===== src/rtl/mem_port_arbiter_pkg.sv =====
// rtl/mem_port_arbiter_pkg.sv - shared types and constants for the memory port arbiter
// Contents: FSM state enum, owner enum, bus command codes, watchdog limit.
package mem_port_arbiter_pkg;

  typedef enum logic [1:0] {
    ST_IDLE    = 2'd0,
    ST_BUSY_IF = 2'd1,
    ST_BUSY_DM = 2'd2,
    ST_RESP    = 2'd3
  } arb_state_e;

  typedef enum logic {
    OWN_IF = 1'b0,
    OWN_DM = 1'b1
  } arb_owner_e;

  localparam logic [1:0] BUS_NONE  = 2'd0;
  localparam logic [1:0] BUS_LOAD  = 2'd1;
  localparam logic [1:0] BUS_STORE = 2'd2;

  localparam logic [3:0] WDOG_MAX = 4'd15;

endpackage


===== src/rtl/mem_port_arbiter_if.sv =====
// rtl/mem_port_arbiter_if.sv - request/memory bus bundle between requesters, arbiter and memory
// Signals: fetch request (if_*), data request (dm_*), memory side (mem_*), completions,
//          read data, stalls and bus_err.
// Modports: master = requesters/memory side, slave = arbiter side.
interface mem_port_arbiter_if;
  logic        if_req;
  logic [31:0] if_addr;
  logic        dm_req;
  logic [1:0]  dm_cmd;
  logic [31:0] dm_addr;
  logic [31:0] dm_wdata;
  logic        mem_ack;
  logic [31:0] mem_rdata;
  logic [1:0]  mem_cmd;
  logic [31:0] mem_addr;
  logic [31:0] mem_wdata;
  logic        if_done;
  logic        dm_done;
  logic [31:0] if_rdata;
  logic [31:0] dm_rdata;
  logic        stall_if;
  logic        stall_mem;
  logic        bus_err;

  modport master (
    output if_req, if_addr, dm_req, dm_cmd, dm_addr, dm_wdata, mem_ack, mem_rdata,
    input  mem_cmd, mem_addr, mem_wdata, if_done, dm_done, if_rdata, dm_rdata,
           stall_if, stall_mem, bus_err
  );

  modport slave (
    input  if_req, if_addr, dm_req, dm_cmd, dm_addr, dm_wdata, mem_ack, mem_rdata,
    output mem_cmd, mem_addr, mem_wdata, if_done, dm_done, if_rdata, dm_rdata,
           stall_if, stall_mem, bus_err
  );
endinterface


===== src/rtl/mem_port_arbiter_wdog.sv =====
// rtl/mem_port_arbiter_wdog.sv - 4-bit watchdog (module arb_watchdog) for a stuck memory command
// Ports: clk, rst (async, active-high); clr zeroes the count; en counts one ack-less
//        busy cycle; expired flags the ack-less cycle that completes WDOG_MAX of them.
module arb_watchdog
  import mem_port_arbiter_pkg::*;
(
  input  logic clk,
  input  logic rst,
  input  logic clr,
  input  logic en,
  output logic expired
);

  logic [3:0] cnt_q, cnt_d;

  always_comb begin
    cnt_d = cnt_q;
    if (clr) begin
      cnt_d = 4'd0;
    end else if (en && (cnt_q != WDOG_MAX)) begin
      cnt_d = cnt_q + 4'd1;
    end
  end

  always_ff @(posedge clk or posedge rst) begin
    if (rst) begin
      cnt_q <= 4'd0;
    end else begin
      cnt_q <= cnt_d;
    end
  end

  // Fires during the ack-less cycle whose increment would reach WDOG_MAX, so the
  // arbiter leaves BUSY after exactly WDOG_MAX cycles without an ack.
  assign expired = en && (cnt_q == (WDOG_MAX - 4'd1));

endmodule


===== src/rtl/mem_port_arbiter.sv =====
// rtl/mem_port_arbiter.sv - arbitrates fetch (IF) and data (DM) requests onto one memory port
// Ports: clk, rst (async, active-high), bus (mem_port_arbiter_if.slave).
// Config macro: ARB_RR_EN - when defined, simultaneous requests alternate using last_served;
//               otherwise DM always wins.
module mem_port_arbiter
  import mem_port_arbiter_pkg::*;
(
  input  logic              clk,
  input  logic              rst,
  mem_port_arbiter_if.slave bus
);

  arb_state_e  state_q, state_d;
  arb_owner_e  owner_q, owner_d;
  arb_owner_e  grant;
  logic        bus_err_q, bus_err_d;
  logic [31:0] if_rdata_q, if_rdata_d;
  logic [31:0] dm_rdata_q, dm_rdata_d;
  logic        busy;
  logic        wd_clr;
  logic        wd_en;
  logic        wd_expired;

`ifdef ARB_RR_EN
  arb_owner_e  last_q, last_d;
`endif

  assign busy   = (state_q == ST_BUSY_IF) || (state_q == ST_BUSY_DM);
  // Every BUSY entry comes from IDLE, so clearing there gives a zero count on entry.
  assign wd_clr = (state_q == ST_IDLE);
  assign wd_en  = busy && !bus.mem_ack;

  arb_watchdog u_wdog (
    .clk     (clk),
    .rst     (rst),
    .clr     (wd_clr),
    .en      (wd_en),
    .expired (wd_expired)
  );

  // Winner among the current requests; only meaningful when at least one is high.
  always_comb begin
    grant = OWN_DM;
    if (bus.if_req && !bus.dm_req) begin
      grant = OWN_IF;
    end
`ifdef ARB_RR_EN
    else if (bus.if_req && bus.dm_req) begin
      grant = (last_q == OWN_DM) ? OWN_IF : OWN_DM;
    end
`endif
  end

  always_comb begin
    state_d    = state_q;
    owner_d    = owner_q;
    bus_err_d  = 1'b0;
    if_rdata_d = if_rdata_q;
    dm_rdata_d = dm_rdata_q;
    unique case (state_q)
      ST_IDLE: begin
        if (bus.if_req || bus.dm_req) begin
          owner_d = grant;
          state_d = (grant == OWN_DM) ? ST_BUSY_DM : ST_BUSY_IF;
        end
      end
      ST_BUSY_IF: begin
        if (bus.mem_ack) begin
          if_rdata_d = bus.mem_rdata;
          state_d    = ST_RESP;
        end else if (wd_expired) begin
          if_rdata_d = 32'd0;
          bus_err_d  = 1'b1;
          state_d    = ST_RESP;
        end
      end
      ST_BUSY_DM: begin
        if (bus.mem_ack) begin
          dm_rdata_d = bus.mem_rdata;
          state_d    = ST_RESP;
        end else if (wd_expired) begin
          dm_rdata_d = 32'd0;
          bus_err_d  = 1'b1;
          state_d    = ST_RESP;
        end
      end
      ST_RESP: begin
        state_d = ST_IDLE;
      end
      default: begin
        state_d = ST_IDLE;
      end
    endcase
  end

  always_ff @(posedge clk or posedge rst) begin
    if (rst) begin
      state_q    <= ST_IDLE;
      owner_q    <= OWN_IF;
      bus_err_q  <= 1'b0;
      if_rdata_q <= 32'd0;
      dm_rdata_q <= 32'd0;
    end else begin
      state_q    <= state_d;
      owner_q    <= owner_d;
      bus_err_q  <= bus_err_d;
      if_rdata_q <= if_rdata_d;
      dm_rdata_q <= dm_rdata_d;
    end
  end

`ifdef ARB_RR_EN
  always_comb begin
    last_d = last_q;
    if (state_q == ST_RESP) begin
      last_d = owner_q;
    end
  end

  always_ff @(posedge clk or posedge rst) begin
    if (rst) begin
      last_q <= OWN_IF;
    end else begin
      last_q <= last_d;
    end
  end
`endif

  always_comb begin
    bus.mem_cmd   = BUS_NONE;
    bus.mem_addr  = 32'd0;
    bus.mem_wdata = 32'd0;
    if (state_q == ST_BUSY_IF) begin
      bus.mem_cmd  = BUS_LOAD;
      bus.mem_addr = bus.if_addr;
    end else if (state_q == ST_BUSY_DM) begin
      bus.mem_cmd   = bus.dm_cmd;
      bus.mem_addr  = bus.dm_addr;
      bus.mem_wdata = bus.dm_wdata;
    end
  end

  assign bus.if_done   = (state_q == ST_RESP) && (owner_q == OWN_IF);
  assign bus.dm_done   = (state_q == ST_RESP) && (owner_q == OWN_DM);
  assign bus.if_rdata  = if_rdata_q;
  assign bus.dm_rdata  = dm_rdata_q;
  // bus_err_q is only ever set on the transition into RESP, so it spans that cycle alone.
  assign bus.bus_err   = bus_err_q;
  assign bus.stall_if  = bus.if_req && !bus.if_done;
  assign bus.stall_mem = bus.dm_req && !bus.dm_done;

endmodule


===== src/flat_wrapper.sv =====
// flat-port wrapper written by rule: the top's interface ports become plain ports
module mem_port_arbiter_flat import mem_port_arbiter_pkg::*;
  (clk, rst, bus_if_req, bus_if_addr, bus_dm_req, bus_dm_cmd, bus_dm_addr, bus_dm_wdata, bus_mem_ack, bus_mem_rdata, bus_mem_cmd, bus_mem_addr, bus_mem_wdata, bus_if_done, bus_dm_done, bus_if_rdata, bus_dm_rdata, bus_stall_if, bus_stall_mem, bus_bus_err);
  mem_port_arbiter_if bus_i ();
  input  logic clk;
  input  logic rst;
  input wire logic [$bits(bus_i.if_req)-1:0] bus_if_req;
  input wire logic [$bits(bus_i.if_addr)-1:0] bus_if_addr;
  input wire logic [$bits(bus_i.dm_req)-1:0] bus_dm_req;
  input wire logic [$bits(bus_i.dm_cmd)-1:0] bus_dm_cmd;
  input wire logic [$bits(bus_i.dm_addr)-1:0] bus_dm_addr;
  input wire logic [$bits(bus_i.dm_wdata)-1:0] bus_dm_wdata;
  input wire logic [$bits(bus_i.mem_ack)-1:0] bus_mem_ack;
  input wire logic [$bits(bus_i.mem_rdata)-1:0] bus_mem_rdata;
  output wire logic [$bits(bus_i.mem_cmd)-1:0] bus_mem_cmd;
  output wire logic [$bits(bus_i.mem_addr)-1:0] bus_mem_addr;
  output wire logic [$bits(bus_i.mem_wdata)-1:0] bus_mem_wdata;
  output wire logic [$bits(bus_i.if_done)-1:0] bus_if_done;
  output wire logic [$bits(bus_i.dm_done)-1:0] bus_dm_done;
  output wire logic [$bits(bus_i.if_rdata)-1:0] bus_if_rdata;
  output wire logic [$bits(bus_i.dm_rdata)-1:0] bus_dm_rdata;
  output wire logic [$bits(bus_i.stall_if)-1:0] bus_stall_if;
  output wire logic [$bits(bus_i.stall_mem)-1:0] bus_stall_mem;
  output wire logic [$bits(bus_i.bus_err)-1:0] bus_bus_err;
  assign bus_i.if_req = bus_if_req;
  assign bus_i.if_addr = bus_if_addr;
  assign bus_i.dm_req = bus_dm_req;
  assign bus_i.dm_cmd = bus_dm_cmd;
  assign bus_i.dm_addr = bus_dm_addr;
  assign bus_i.dm_wdata = bus_dm_wdata;
  assign bus_i.mem_ack = bus_mem_ack;
  assign bus_i.mem_rdata = bus_mem_rdata;
  assign bus_mem_cmd = bus_i.mem_cmd;
  assign bus_mem_addr = bus_i.mem_addr;
  assign bus_mem_wdata = bus_i.mem_wdata;
  assign bus_if_done = bus_i.if_done;
  assign bus_dm_done = bus_i.dm_done;
  assign bus_if_rdata = bus_i.if_rdata;
  assign bus_dm_rdata = bus_i.dm_rdata;
  assign bus_stall_if = bus_i.stall_if;
  assign bus_stall_mem = bus_i.stall_mem;
  assign bus_bus_err = bus_i.bus_err;
  mem_port_arbiter u_core (.clk(clk), .rst(rst), .bus(bus_i));
endmodule

===== config.mk =====
export PLATFORM = sky130hd
export DESIGN_NAME = mem_port_arbiter_flat
export DESIGN_NICKNAME = d
export VERILOG_FILES = /design/src/rtl/mem_port_arbiter_pkg.sv /design/src/rtl/mem_port_arbiter_if.sv /design/src/rtl/mem_port_arbiter_wdog.sv /design/src/rtl/mem_port_arbiter.sv /design/src/flat_wrapper.sv
export SDC_FILE = /design/constraint.sdc
export NUM_CORES = 1
export LEC_CHECK = 0
export CORE_MARGIN = 2
export CORE_UTILIZATION = 33
export CTS_CLUSTER_DIAMETER = 200
export DETAILED_ROUTE_END_ITERATION = 8
export PLACE_DENSITY = 0.81
export RECOVER_POWER = 50
export SYNTH_ARGS = -nofsm -noshare
export SYNTH_HDL_FRONTEND = slang
export SYNTH_SLANG_ARGS = --single-unit

===== constraint.sdc =====
create_clock -name clk -period 2.8 [get_ports clk]
set_clock_uncertainty 0.1 [all_clocks]
set_input_delay 0.56 -clock clk [delete_from_list [all_inputs] [get_ports clk]]
set_output_delay 0.56 -clock clk [all_outputs]
set_load 0.01 [all_outputs]

# Word-level counts from Yosys, hierarchy flattened
# Index checks and enable logic that the tools add are counted.
[word_totals]
register_bits = 72
out_inout_bits = 135
input_bits = 135
word_cells = 56
[op_classes]
eq_ne = 7
n_mux = 19
bitwise = 1
addsub = 1
reduce_logical = 22
[op_table]
columns = ["op", "count"]
rows = [
  ["32-bit two-way mux", 6],
  ["2-bit two-way mux", 6],
  ["1-bit logical AND", 8],
  ["4-bit two-way mux", 2],
  ["2-bit AND reduction", 4],
  ["2-bit one-hot mux with 3 select lines", 1],
  ["4-bit by 1-bit adder with 4-bit output, second input constant", 1],
  ["2-bit == test, second input constant", 2],
  ["4-bit == test, second input constant", 1],
  ["1-bit logical NOT", 4],
  ["1-bit two-way mux", 4],
  ["4-bit inequality test, second input constant", 1],
  ["2-bit nonzero test", 2],
  ["3-bit by 1-bit inequality test with 1-bit output, second input constant", 1],
  ["2-bit by 1-bit == test with 1-bit output, second input constant", 1],
  ["2-bit logical NOT", 1],
  ["1-bit logical OR", 2],
  ["2-bit by 1-bit inequality test with 1-bit output, second input constant", 1],
  ["2-bit OR reduction", 1],
  ["1-bit inverter", 1],
]

# Logic depth before layout (Yosys ltp)
[logic_depth]
ltp_word = 7
ltp_mapped = 7
mapped_depth_nobuf = 5

# By module
# A second synthesis with hierarchy kept.
[unflattened]
cells_unflattened = 344
area_unflattened_um2 = 3512.1
[by_module_without_submodules]
columns = ["mod", "cells_per_inst", "area_per_inst_um2", "instances", "seq_area_each_um2"]
rows = [
  ["mem_port_arbiter", 320, 3270.6, 1, 1701.6],
  ["arb_watchdog", 24, 241.5, 1, 100.1],
]

# Worst setup path before layout
# No wires, ideal clock.
[synth_timing]
kind = "register to output"
start = "register u_core.state_q[0]"
end = "output port bus_mem_addr[22]"
required_time_ns = 2.140
arrival_ns = 1.343
stages_incl_launch_ff = 7
path_slack_ns = 0.797
path_buffers = 3
cell_sequence = "dfrtp_1 -> ha_1 -> buf_6 -> nor2b_1 -> buf_2 -> buf_2 -> a22o_1"
[synth_via]
elab_chain_len = 3
word_cells_on_any_way = 4
cone_classes = "eq/ne: 2; mux: 2"
[synth_rtl]
columns = ["element", "line_no", "rtl"]
rows = [
  ["from (decl)", "mem_port_arbiter.sv:13", "arb_state_e state_q, state_d;"],
  ["from (signal assigned)", "mem_port_arbiter.sv:104", "state_q <= state_d;"],
  ["2-bit == test", "mem_port_arbiter.sv:136", "end else if (state_q == ST_BUSY_DM) begin"],
  ["32-bit two-way mux", "mem_port_arbiter.sv:136", ""],
  ["32-bit two-way mux (*)", "mem_port_arbiter.sv:133", "if (state_q == ST_BUSY_IF) begin"],
  ["to (decl)", "flat_wrapper.sv:16", "output wire logic [$bits(bus_i.mem_addr)-1:0] bus_mem_addr;"],
]
# Mark *: on every way between the ends. The rest lies on a longest branch, timed or not.

# Worst setup path in the final report
[layout_timing]
start = "register u_core.state_q[1]"
end = "output port bus_mem_cmd[0]"
[layout_via]
elab_chain_len = 3
word_cells_on_any_way = 4
cone_classes = "eq/ne: 2; mux: 2"
[layout_rtl]
columns = ["element", "line_no", "rtl"]
rows = [
  ["2-bit == test", "mem_port_arbiter.sv:136", ""],
  ["2-bit two-way mux", "mem_port_arbiter.sv:136", ""],
  ["2-bit two-way mux (*)", "mem_port_arbiter.sv:133", ""],
  ["to (decl)", "flat_wrapper.sv:15", "output wire logic [$bits(bus_i.mem_cmd)-1:0] bus_mem_cmd;"],
]
# Marks and branches as above.

==> summary.md <==
| Metric | Value |
|---|---|
| Status | complete, but fails checks |
| Failing checks | capacitance limit, slew limit |
| Initial antenna violation count | 0 |
| Hold_sp | u_core.bus.dm_rdata[12]$_DFFE_PP0P_ |
| Setup Viol. Count Final | 0 |
| Max Cap Viol | 1 |
| Clock Sinks | 72 |
| Mapped Nets | roughly 420 |
| Final net count | 691 |
| Final Core Density | between 60% and 70% |
| Synth warnings | 0 |
| Vias/cell | 5.15 |
| Final GP Congestion | ~0.95 |
| Layout cells sized above 1 | 6.31% |
| Largest net degree at the start of global routing | 73 |
| Largest family of logic cells by synthesized area | compound AO/OA/AOI/OAI gates |
| H-tree depth | 3 |
| Worst Setup End Kind | output pin |
| Worst setup endpoint | bus_mem_cmd[0] |
| TritonRoute pass-1 iters | 4 |
| Post-route minimum period | 2650 ps |
| Static leakage | between 3 and 4 nW |
| DRC marker count from the first detailed-route iteration | 227 |
| Relative slew slack | -14.9% |
| Synth Area in Compound Gates | 27.3% |
| Vias in the first global route | about 3600 |
| Ys flop type | dfrtp_1 |
| Routed WL | between 10000 and 15000 um |
| Crit path DAT | 1990 ps |
| Req. time, crit path | roughly 2100 ps |
| Routed len/inst | 20.4 um |
| Post-route insts no fill | 691 |
| Synth async-reset ratio | 100% |
| Worst reg2reg endpoint | u_core.bus.if_rdata[10]$_DFFE_PP0P_ |
| Clock root buffer | clkbuf_8 |
| Most frequent cells after synthesis | a22o_1, dfrtp_1, and2_1 |
| Max IR drop VDD | 588 uV |
| Crit Path Category | reg2out |
| Post-DRT Antenna Nets | 0 |
| Adder-cell share of the synthesized area | 2.21% |
| CP max FO | 36 |
| Levels on crit path | 5 |
| Slowest cell on the critical path | clkdlybuf4s50_1 |
| Synth Register Bits | approximately 70 |
| Hold slack | 399 ps |
| FF-to-FF setup slack | ~660 ps |
| DIE WIDTH | 105 um |
| Global-route wire length before repair | 21000 um |
| Setup WS post-layout | 149 ps |
| Hold Fails Final Rpt | 0 |
| All-Layer GR Usage | around a quarter |
| Most common cell in the netlist | a22o_1 |
| Clock-pin slew on the worst setup and hold paths | 70 ps |
| Post-Syn Area | 0.00339 mm^2 |
| RR Startpoint | u_core.state_q[1]$_DFFE_PP0P_ |
| CTS tree | yes |
| Period utilization | 94.7% |
| Worst setup startpoint | u_core.state_q[1]$_DFFE_PP0P_ |
| Top cell type's share of synthesized area | 53.1% |
| Clock Latency Late Sink | 330 ps |
| P&R area growth vs syn | 86.7% |
| Synth area leader | dfrtp_1 |
| Antenna cells | 0 |
| Worst hold path class | reg2reg |
| Post-Synth Simple-Gate Area | between 10% and 20% |
| Placed insts | 670 |
| HPWL after DPL | 10300 um |
| Cts bufs inserted | 9 |
| Initial Util | 33.4% |
| Mux share of post-synthesis cell area | less than 1% |
| # rows | 37 |
| Nature of the critical path startpoint | flop |
| DR DRC count | 0 |
| I/O pins | 270 |
| Max incr delay on CP | 560 ps |
| Tightest Pin Transition | 1720 ps |
| Cell count after synthesis | 282 |
| Post-synthesis sequential area ratio | a little over half |
| Worst path cell trace | inv_1 -> ha_2 -> buf_12 -> a21o_1 -> clkdlybuf4s50_1 |
| Pre-CTS worst setup slack | 287 ps |
| Post-synth EDFFs | 0 |
| Core Region | 0.0101 mm^2 |
| R2R depth | 6 |
| Cell Pwr Density | 978 mW/mm^2 |
| Global route total overflow | 0 |
| Synth top area cells | dfrtp_1, a22o_1, and2_1 |
| Synth Area in XOR/XNOR | 0% |
| Slew Limit Fails | 73 |
| Crit path max-delay family | buffers and inverters |
| Via count | 3559 |
| Avg Cell Area, Syn | between 10 and 15 um^2 |
| Netlist cell types | 28 |
| Clk buf depth | 2 |
| Height of the chip | 105 um |
| Fin Setup TNS | 0 ps |
| Port bufs | 269 |
| RSZ-0062 raised after global routing | false |
| Die Area | around 0.011 mm^2 |
| CP Buf/Inv Count | 3 |
| Maximum clock frequency | 377 MHz |
==> timing repair <==
| action | 4_1_cts | 5_1_grt |
|---|---|---|
| buffers inserted | 3 | 0 |
| cloned | 2 | 0 |
| endpoints found under the setup margin | 64 | 1 |
| hold buffers | 0 | 0 |
| gates resized for setup | 67 | 1 |
==> how the worst min path moves through the flow <==
stage	endpoint	slack [ps]	cells past startpoint
2_1_floorplan	u_core.owner_q$_DFFE_PP0P_	360	2
3_3_place_gp	u_core.owner_q$_DFFE_PP0P_	370	2
3_5_place_dp	u_core.bus.if_rdata[15]$_DFFE_PP0P_	380	1
4_1_cts	u_core.bus.dm_rdata[17]$_DFFE_PP0P_	410	1
5_1_grt	u_core.bus.if_rdata[8]$_DFFE_PP0P_	420	1
6_report	u_core.bus.dm_rdata[12]$_DFFE_PP0P_	400	1
==> cells in the final DEF (no fill, tap or decap), drive strengths merged, types with 5 or more instances in the layout <==
master,n
clkbuf,14
o21ai,6
clkinv,5
and2,37
buf,10
a22o,95
ha,6
nand2,7
clkdlybuf4s50,193
dfrtp,72
dlygate4sd2,64
nor2b,7
inv,6
dlygate4sd3,11
==> report_power, final <==
part / internal [W] / switching [W]
Sequential: 0.00151 / 0.000300
Combinational: 0.00205 / 0.00161
Clock: 0.000321 / 0.000397
Total: 0.00388 / 0.00231
==> area by class of cell <==
type	instances	area [um^2]
Tap cell	136	170
Timing Repair Buffer	284	2780
Sequential cell	72	1800
Inverter	6	22.5
Fill cell	810	3810
Clock inverter	7	47.5
Multi-Input combinational cell	177	1390
Clock buffer	9	124
==> sequential cells by signal (all words and copies together), names as in the netlist <==
name                 cells
u_core.state_q           2
u_core.owner_q           1
u_core.bus.bus_err       1
u_core.u_wdog.cnt_q      4
u_core.bus.dm_rdata     32
u_core.bus.if_rdata     32
==> per-stage QoR <==
step | power, W | instance area (um^2)
finish | 0.00619 | 6330
global route | 0.00655 | 6330
CTS | 0.00630 | 6360
detailed placement | 0.00564 | 6180
global placement | 0.00557 | 6180
floorplan | 0.00355 | 3390
==> metal layers <==
| layer | vias up | global-route usage [%] | wire length, um | part of all wire (%) |
|---|---|---|---|---|
| met2 | 196 | 39.8 | 6830 | 49 |
| met3 | 25 | 8.23 | 1430 | 10 |
| met1 | 1754 | 30.3 | 5550 | 39 |
| met4 | 0 | 8.48 | 281 | 2.0 |
| met5 | - | 0 | 0 | 0 |
| li1 | 1584 | - | - | - |
==> cells by family after synthesis <==
group | after synthesis
compound gates | 109
fa+ha+maj | 6
buf+inv | 33
flops | 72
mux | 1
simple gates | 61
(Power assumes the default switching activity.)
